## config.mk

```make
export PLATFORM = sky130hd
export DESIGN_NAME = grid_step_mover_flat
export DESIGN_NICKNAME = d
export VERILOG_FILES = /design/src/rtl/grid_step_mover_if.sv /design/src/rtl/grid_step_mover.sv /design/src/flat_wrapper.sv
export SDC_FILE = /design/constraint.sdc
export NUM_CORES = 1
export LEC_CHECK = 0
export ABC_AREA = 1
export CORE_ASPECT_RATIO = 0.7
export CORE_MARGIN = 5
export CORE_UTILIZATION = 55
export CTS_CLUSTER_SIZE = 40
export DETAILED_ROUTE_END_ITERATION = 6
export GPL_TIMING_DRIVEN = 0
export PLACE_DENSITY = 0.79
export SETUP_SLACK_MARGIN = 0.15
export SYNTH_ARGS = -nofsm -noshare
export SYNTH_HDL_FRONTEND = slang
export SYNTH_SLANG_ARGS = --single-unit
```

## constraint.sdc

```tcl
create_clock -name clk -period 2.76 [get_ports clk]
set_input_delay 0.69 -clock clk [delete_from_list [all_inputs] [get_ports clk]]
set_output_delay 0.69 -clock clk [all_outputs]
set_load 0.02 [all_outputs]
```

## src/rtl/grid_step_mover_if.sv

```systemverilog
// Bundle of per-object control and position signals between the game logic
// (master) and one grid_step_mover instance (slave).
interface grid_step_mover_if;
  logic               startOfFrame;
  logic               respawn;
  logic               keyUp;
  logic               keyDown;
  logic               keyLeft;
  logic               keyRight;
  logic               blkUp;
  logic               blkDown;
  logic               blkLeft;
  logic               blkRight;
  logic signed [10:0] topLeftX;
  logic signed [10:0] topLeftY;
  logic               moving;
  logic        [1:0]  facing;
  logic               stepDone;

  modport master (
    output startOfFrame, respawn,
    output keyUp, keyDown, keyLeft, keyRight,
    output blkUp, blkDown, blkLeft, blkRight,
    input  topLeftX, topLeftY, moving, facing, stepDone
  );

  modport slave (
    input  startOfFrame, respawn,
    input  keyUp, keyDown, keyLeft, keyRight,
    input  blkUp, blkDown, blkLeft, blkRight,
    output topLeftX, topLeftY, moving, facing, stepDone
  );
endinterface

```

## src/rtl/grid_step_mover.sv

```systemverilog
// Tile-grid object mover: a key request starts a one-tile step that is then
// advanced SPEED px per frame until the object rests tile-aligned again.
module grid_step_mover #(
  parameter int TILE_SIZE = 32,
  parameter int SPEED     = 2,
  parameter int INIT_X    = 32,
  parameter int INIT_Y    = 32,
  parameter int MIN_X     = 32,
  parameter int MIN_Y     = 32,
  parameter int MAX_X     = 576,
  parameter int MAX_Y     = 416
) (
  input  logic              clk,
  input  logic              resetN,
  grid_step_mover_if.slave  bus
);

  typedef enum logic {
    IDLE,
    MOVING
  } state_t;

  typedef enum logic [1:0] {
    DIR_UP    = 2'd0,
    DIR_DOWN  = 2'd1,
    DIR_LEFT  = 2'd2,
    DIR_RIGHT = 2'd3
  } dir_t;

  // Counter needs to hold TILE_SIZE itself, hence one extra bit.
  localparam int CW = $clog2(TILE_SIZE) + 1;

  localparam logic [CW-1:0]      SPEED_C = CW'(SPEED);
  localparam logic [CW-1:0]      TILE_C  = CW'(TILE_SIZE);
  localparam logic signed [10:0] SPEED_P = 11'(SPEED);
  localparam logic signed [10:0] INIT_XP = 11'(INIT_X);
  localparam logic signed [10:0] INIT_YP = 11'(INIT_Y);

  // Target arithmetic is done one bit wider so the bound check itself can
  // never wrap.
  localparam logic signed [11:0] TILE_W  = 12'(TILE_SIZE);
  localparam logic signed [11:0] MIN_XW  = 12'(MIN_X);
  localparam logic signed [11:0] MIN_YW  = 12'(MIN_Y);
  localparam logic signed [11:0] MAX_XW  = 12'(MAX_X);
  localparam logic signed [11:0] MAX_YW  = 12'(MAX_Y);

  state_t             state;
  dir_t               step_dir;
  dir_t               facing_r;
  logic [CW-1:0]      counter;
  logic signed [10:0] pos_x;
  logic signed [10:0] pos_y;
  logic               moving_r;
  logic               step_done_r;

  logic               sel_valid;
  dir_t               sel_dir;
  logic               sel_blk;
  logic signed [11:0] tgt_x;
  logic signed [11:0] tgt_y;
  logic               tgt_ok;
  logic               last_inc;

  // Pick the highest-priority key, its blocked flag, and check the tile it
  // would move to against the legal resting area.
  always_comb begin
    sel_valid = 1'b1;
    sel_dir   = DIR_UP;
    sel_blk   = bus.blkUp;
    tgt_x     = {pos_x[10], pos_x};
    tgt_y     = {pos_y[10], pos_y};
    if (bus.keyUp) begin
      sel_dir = DIR_UP;
      sel_blk = bus.blkUp;
    end else if (bus.keyDown) begin
      sel_dir = DIR_DOWN;
      sel_blk = bus.blkDown;
    end else if (bus.keyLeft) begin
      sel_dir = DIR_LEFT;
      sel_blk = bus.blkLeft;
    end else if (bus.keyRight) begin
      sel_dir = DIR_RIGHT;
      sel_blk = bus.blkRight;
    end else begin
      sel_valid = 1'b0;
    end
    case (sel_dir)
      DIR_UP:    tgt_y = {pos_y[10], pos_y} - TILE_W;
      DIR_DOWN:  tgt_y = {pos_y[10], pos_y} + TILE_W;
      DIR_LEFT:  tgt_x = {pos_x[10], pos_x} - TILE_W;
      default:   tgt_x = {pos_x[10], pos_x} + TILE_W;
    endcase
    tgt_ok = (tgt_x >= MIN_XW) && (tgt_x <= MAX_XW) &&
             (tgt_y >= MIN_YW) && (tgt_y <= MAX_YW) && !sel_blk;
    last_inc = ((counter + SPEED_C) == TILE_C);
  end

  // Step FSM: respawn beats everything, otherwise act only on frame pulses.
  always_ff @(posedge clk or negedge resetN) begin
    if (!resetN) begin
      state       <= IDLE;
      step_dir    <= DIR_DOWN;
      facing_r    <= DIR_DOWN;
      counter     <= '0;
      pos_x       <= INIT_XP;
      pos_y       <= INIT_YP;
      moving_r    <= 1'b0;
      step_done_r <= 1'b0;
    end else begin
      step_done_r <= 1'b0;
      if (bus.respawn) begin
        state    <= IDLE;
        counter  <= '0;
        pos_x    <= INIT_XP;
        pos_y    <= INIT_YP;
        moving_r <= 1'b0;
      end else if (bus.startOfFrame) begin
        case (state)
          IDLE: begin
            if (sel_valid) begin
              facing_r <= sel_dir;
              if (tgt_ok) begin
                state    <= MOVING;
                step_dir <= sel_dir;
                counter  <= '0;
                moving_r <= 1'b1;
              end
            end
          end
          MOVING: begin
            case (step_dir)
              DIR_UP:    pos_y <= pos_y - SPEED_P;
              DIR_DOWN:  pos_y <= pos_y + SPEED_P;
              DIR_LEFT:  pos_x <= pos_x - SPEED_P;
              default:   pos_x <= pos_x + SPEED_P;
            endcase
            if (last_inc) begin
              state       <= IDLE;
              counter     <= '0;
              moving_r    <= 1'b0;
              step_done_r <= 1'b1;
            end else begin
              counter <= counter + SPEED_C;
            end
          end
          default: state <= IDLE;
        endcase
      end
    end
  end

  assign bus.topLeftX = pos_x;
  assign bus.topLeftY = pos_y;
  assign bus.moving   = moving_r;
  assign bus.facing   = facing_r;
  assign bus.stepDone = step_done_r;

endmodule

```

## src/flat_wrapper.sv

```systemverilog
// flat-port wrapper written by rule: the top's interface ports become plain ports
module grid_step_mover_flat 
#(
  parameter int TILE_SIZE = 32,
  parameter int SPEED     = 2,
  parameter int INIT_X    = 32,
  parameter int INIT_Y    = 32,
  parameter int MIN_X     = 32,
  parameter int MIN_Y     = 32,
  parameter int MAX_X     = 576,
  parameter int MAX_Y     = 416
)
  (clk, resetN, bus_startOfFrame, bus_respawn, bus_keyUp, bus_keyDown, bus_keyLeft, bus_keyRight, bus_blkUp, bus_blkDown, bus_blkLeft, bus_blkRight, bus_topLeftX, bus_topLeftY, bus_moving, bus_facing, bus_stepDone);
  grid_step_mover_if bus_i ();
  input  logic clk;
  input  logic resetN;
  input wire logic [$bits(bus_i.startOfFrame)-1:0] bus_startOfFrame;
  input wire logic [$bits(bus_i.respawn)-1:0] bus_respawn;
  input wire logic [$bits(bus_i.keyUp)-1:0] bus_keyUp;
  input wire logic [$bits(bus_i.keyDown)-1:0] bus_keyDown;
  input wire logic [$bits(bus_i.keyLeft)-1:0] bus_keyLeft;
  input wire logic [$bits(bus_i.keyRight)-1:0] bus_keyRight;
  input wire logic [$bits(bus_i.blkUp)-1:0] bus_blkUp;
  input wire logic [$bits(bus_i.blkDown)-1:0] bus_blkDown;
  input wire logic [$bits(bus_i.blkLeft)-1:0] bus_blkLeft;
  input wire logic [$bits(bus_i.blkRight)-1:0] bus_blkRight;
  output wire logic [$bits(bus_i.topLeftX)-1:0] bus_topLeftX;
  output wire logic [$bits(bus_i.topLeftY)-1:0] bus_topLeftY;
  output wire logic [$bits(bus_i.moving)-1:0] bus_moving;
  output wire logic [$bits(bus_i.facing)-1:0] bus_facing;
  output wire logic [$bits(bus_i.stepDone)-1:0] bus_stepDone;
  assign bus_i.startOfFrame = bus_startOfFrame;
  assign bus_i.respawn = bus_respawn;
  assign bus_i.keyUp = bus_keyUp;
  assign bus_i.keyDown = bus_keyDown;
  assign bus_i.keyLeft = bus_keyLeft;
  assign bus_i.keyRight = bus_keyRight;
  assign bus_i.blkUp = bus_blkUp;
  assign bus_i.blkDown = bus_blkDown;
  assign bus_i.blkLeft = bus_blkLeft;
  assign bus_i.blkRight = bus_blkRight;
  assign bus_topLeftX = bus_i.topLeftX;
  assign bus_topLeftY = bus_i.topLeftY;
  assign bus_moving = bus_i.moving;
  assign bus_facing = bus_i.facing;
  assign bus_stepDone = bus_i.stepDone;
  grid_step_mover #(.TILE_SIZE(TILE_SIZE), .SPEED(SPEED), .INIT_X(INIT_X), .INIT_Y(INIT_Y), .MIN_X(MIN_X), .MIN_Y(MIN_Y), .MAX_X(MAX_X), .MAX_Y(MAX_Y)) u_core (.clk(clk), .resetN(resetN), .bus(bus_i));
endmodule
```

==> results.txt <==
----------------------------------------------------
[Status]
  Result of the run ... finished with violations
  Violations in the final reports ... DRC

[Die]
  I/O pins ... 38
  X dimension of the die ... 98.78 µm
  Effective utilization at floorplan ... 57.41%
  Y dimension of the die ... 72.14 µm
  FP Rows ... 22
  Core footprint ... 5285 µm²
  Die Area ... 7126 µm²

[Drt]
  Routed wire length per instance ... 14.73 µm
  Iter 0 DRT Violations ... 287
  Via density per instance ... 5.472
  Overall via count from detail_route ... 3174
  Final ANT Viol Nets ... 0
  Residual DRC count ... 1
  Final routed wirelength across all metal layers ... 8.543 mm
  Number of iterations in the first detailed-routing pass ... 7

[Synthesis]
  Count of distinct cell types in the synthesized netlist ... 39
  Number of enable-type register cells in the synthesized netlist ... 0
  Portion of synthesized cell area occupied by the leading cell type ... 23.09%
  Most used DFF post-synth ... sky130_fd_sc_hd__dfrtp_1
  Average footprint of a synthesized cell ... 6.743 µm²
  Most area-hungry cell type in the Yosys netlist ... sky130_fd_sc_hd__dfrtp_1
  Most used standard cell by instance count after synthesis ... sky130_fd_sc_hd__nand2_1
  Cell types with the largest area share after synthesis ... sky130_fd_sc_hd__dfrtp_1 (23%), sky130_fd_sc_hd__nand2_1 (17%), sky130_fd_sc_hd__ha_1 (9.5%)
  Most used standard cells in the synthesized netlist ... sky130_fd_sc_hd__nand2_1 (135), sky130_fd_sc_hd__inv_1 (59), sky130_fd_sc_hd__nand3_1 (36)
  Async set-or-reset flop fraction in the synthesized netlist ... 100.0%
  Number of warnings printed during yosys synthesis ... 0
  Register area share after synthesis ... 26.56%
  Number of instances in the synthesized netlist ... 450
  Synth Cell Area ... 3034 µm²
  Yosys reg bits ... 32

[Cells and area]
  Filler cell count in the final layout ... 416
  Design Area, Final ... 3941 µm²
  Number of diodes added for antenna fixing ... 0
  Area delta synth->final ... 29.90%
  Post-layout net count ... 545
  Layout Cells excl Fill ... 580
  Fraction of final layout cells with drive strength greater than 1 ... 20.08%

[Global routing]
  Vias in the first global route ... 2859
  Global-route layer with the greatest usage ... met2
  Global-route wire length before repair ... 13.24 mm
  Final global-route overflow total ... 0
  Fraction of met2 tracks used by global routing ... 34.67%
  Initial antenna violation count ... 0
  Met3 global-route usage ... 4.515%
  Tot GR Track Use ... 22.47%
  Largest net degree at the start of global routing ... 33
  Met1 Resource Use GR ... 32.46%

[Timing]
  Final hold violation count ... 0
  Final clock skew ... 0.008513 ns
  Slew Limit Fails ... 0
  Post-route worst setup slack ... 0.1598 ns
  Final worst path period share ... 94.21%
  Final setup fails ... 0
  Clock period minus worst slack ... 2.600 ns
  Unrepaired setup endpoints after global routing ... true
  Setup TNS ... 0 ns
  FMAX ... 384.6 MHz
  Worst max-slew margin expressed relative to the limit ... 51.85%
  Worst Hold Slack ... 0.4450 ns
  Worst Tran Pin Value ... 0.7222 ns

[Job]
  Number of maximum-capacitance constraint violations ... 0

[Worst setup path]
  Setup crit start kind ... primary input
  Required time of the critical path ... 2.94 ns
  Slowest Stage Delay on Critical Path ... 0.24 ns
  CP Class ... in2reg
  Critical Path Fanout Max ... 9
  Highest-delay cell along the critical path ... sky130_fd_sc_hd__nor2_4
  CP Data Arrival Time ... 2.78 ns
  Kind of end point of the critical path ... flop
  Critical path, cell by cell ... buf_4 -> nor2_4 -> nand2_4 -> buf_6 -> nand2_2 -> nand2_2 -> buf_4 -> nor2_2 -> inv_1 -> nand3_1 -> nand2_1 -> nand2_1 -> nand3_1 -> nand2_2 -> nand3_4 -> nand2_2 -> nand2_4 -> nand2_1 -> nand2_1

[Place]
  Number of placed instances with taps included ... 557
  Worst slack after detailed placement ... -0.6618 ns
  Total half-perimeter wirelength after legalization and detailed placement ... 5.759 mm
  Cell Area, Placed ... 3463 µm²
  Number of I/O port buffers ... 34
  Routability congestion estimate ... 0.8746

[CTS]
  Maximum clock path buffer count ... 2
  # H-tree levels ... 2
  Root Buffer Master ... sky130_fd_sc_hd__clkbuf_8
  Number of sinks driven by the clock tree ... 32
  Inserted Clock Buffers ... 5
  Clk pin slew, worst setup/hold paths ... 0.07 ns
  Clock Latency Late Sink ... 0.28 ns
  TritonCTS clock tree ... built

[Power and ir drop]
  Leakage power summed over all cells ... 1.974 nW
  Power density cells ... 979.2 nW/µm²
  Share of total power in the clock network ... 11.6%
  Sequential Power Share ... 22.4%
  Switching Power ... 0.001906 W
  Maximum vdd ir drop ... 0.0005288 V
  Internal ... 0.001954 W
  Logic gate share of total power ... 66.0%
  Switching part of the total power ... 49.38%

[Min path]
  Class of the worst hold path ... in2async

----------------------------------------------------
-- cell usage in the layout, fill, tap and decap left out, types with 7 or more instances in the layout --
master,instances
sky130_fd_sc_hd__o21ai_0,21
sky130_fd_sc_hd__nor2_1,27
sky130_fd_sc_hd__nand3_1,29
sky130_fd_sc_hd__clkdlybuf4s50_1,29
sky130_fd_sc_hd__a21oi_1,18
sky130_fd_sc_hd__o22ai_1,7
sky130_fd_sc_hd__dfrtp_1,28
sky130_fd_sc_hd__nand3_2,9
sky130_fd_sc_hd__inv_1,57
sky130_fd_sc_hd__nand2_1,118
sky130_fd_sc_hd__nand2_2,19
sky130_fd_sc_hd__buf_4,15
sky130_fd_sc_hd__ha_1,20
sky130_fd_sc_hd__xor2_1,9
-- logic make-up after synthesis --
kind of cell / count (synthesis) / share of synthesized area, %
simple gates: 243 / 36.12
compound gates: 71 / 13.94
buf+inv: 67 / 8.907
flops: 32 / 26.56
fa+ha+maj: 26 / 11.46
xor+xnor: 10 / 2.887
other cells: 1 / 0.1236
-- per-stage QoR --
step	power, W	util (%)
after floorplan	0.002407	-
after global placement	0.002986	65.63
after detailed placement	0.003045	65.53
after CTS	0.003576	70.22
after global routing	0.004200	74.57
final	0.003859	74.57
-- worst max-delay path: cells and delay by family --
family | cells | cell delay [ns]
AND/OR/NAND/NOR | 15 | 1.55
buffers and inverters | 4 | 0.53
-- repair_timing --
item                       in CTS  in global routing
setup endpoints to repair      17                 17
pin swaps                      10                 29
resized for setup              24                 54
hold buffers                    0                  0
setup buffers                  10                  5
-- routing by layer --
layer  wire, µm  vias up
met3        489       19
met2       3856      101
met4        135        0
li1           -     1589
met1       4062     1465
met5          0        -
-- state kept, by name, indices dropped and copies added, names as in the netlist --
| register | count |
|---|---|
| u_core.bus.facing | 2 |
| u_core.bus.moving | 1 |
| u_core.bus.stepDone | 1 |
| u_core.bus.topLeftX | 10 |
| u_core.bus.topLeftY | 10 |
| u_core.counter | 5 |
| u_core.state | 1 |
| u_core.step_dir | 2 |
-- path summary, 6_finish.rpt --
| check | start | endpoint | slack, ns | depth (start not counted) |
|---|---|---|---|---|
| min reg2reg | u_core.counter[5]$_DFFE_PN0P_ | u_core.counter[5]$_DFFE_PN0P_ | 0.52 | 2 |
| max | bus_keyDown | u_core.counter[4]$_DFFE_PN0P_ | 0.16 | 19 |
| min | resetN | u_core.bus.topLeftX[4]$_DFFE_PN0P_ | 0.44 | 1 |
| min in group clk | u_core.counter[5]$_DFFE_PN0P_ | u_core.counter[5]$_DFFE_PN0P_ | 0.52 | 2 |
| max reg2reg | u_core.bus.topLeftY[6]$_DFFE_PN0P_ | u_core.step_dir[1]$_DFFE_PN0P_ | 0.28 | 15 |
| max in group asynchronous | resetN | u_core.bus.topLeftY[8]$_DFFE_PN0P_ | 1.85 | 1 |
-- power by group through the flow --
stage,logic [W],clock network [W],registers [W]
global placement,0.00215,0,0.000838
finish,0.00255,0.000448,0.000865
global route,0.00283,0.000477,0.000893
floorplan,0.00146,0,0.000944
detailed placement,0.00220,0,0.000844
CTS,0.00228,0.000447,0.000845
-- cell type report --
| class | instances | area, µm² | share of cell area [%] |
|---|---|---|---|
| Buffer | 4 | 33.78 | 0.8571 |
| Clock buffer | 6 | 72.57 | 1.841 |
| Clock inverter | 2 | 35.03 | 0.8889 |
| Inverter | 63 | 249.0 | 6.317 |
| Multi-Input combinational cell | 352 | 2180 | 55.30 |
| Sequential cell | 32 | 805.8 | 20.44 |
| Tap cell | 72 | 90.09 | 2.286 |
| Timing Repair Buffer | 49 | 475.5 | 12.06 |
No activity file was read; power rests on OpenSTA's default activity.
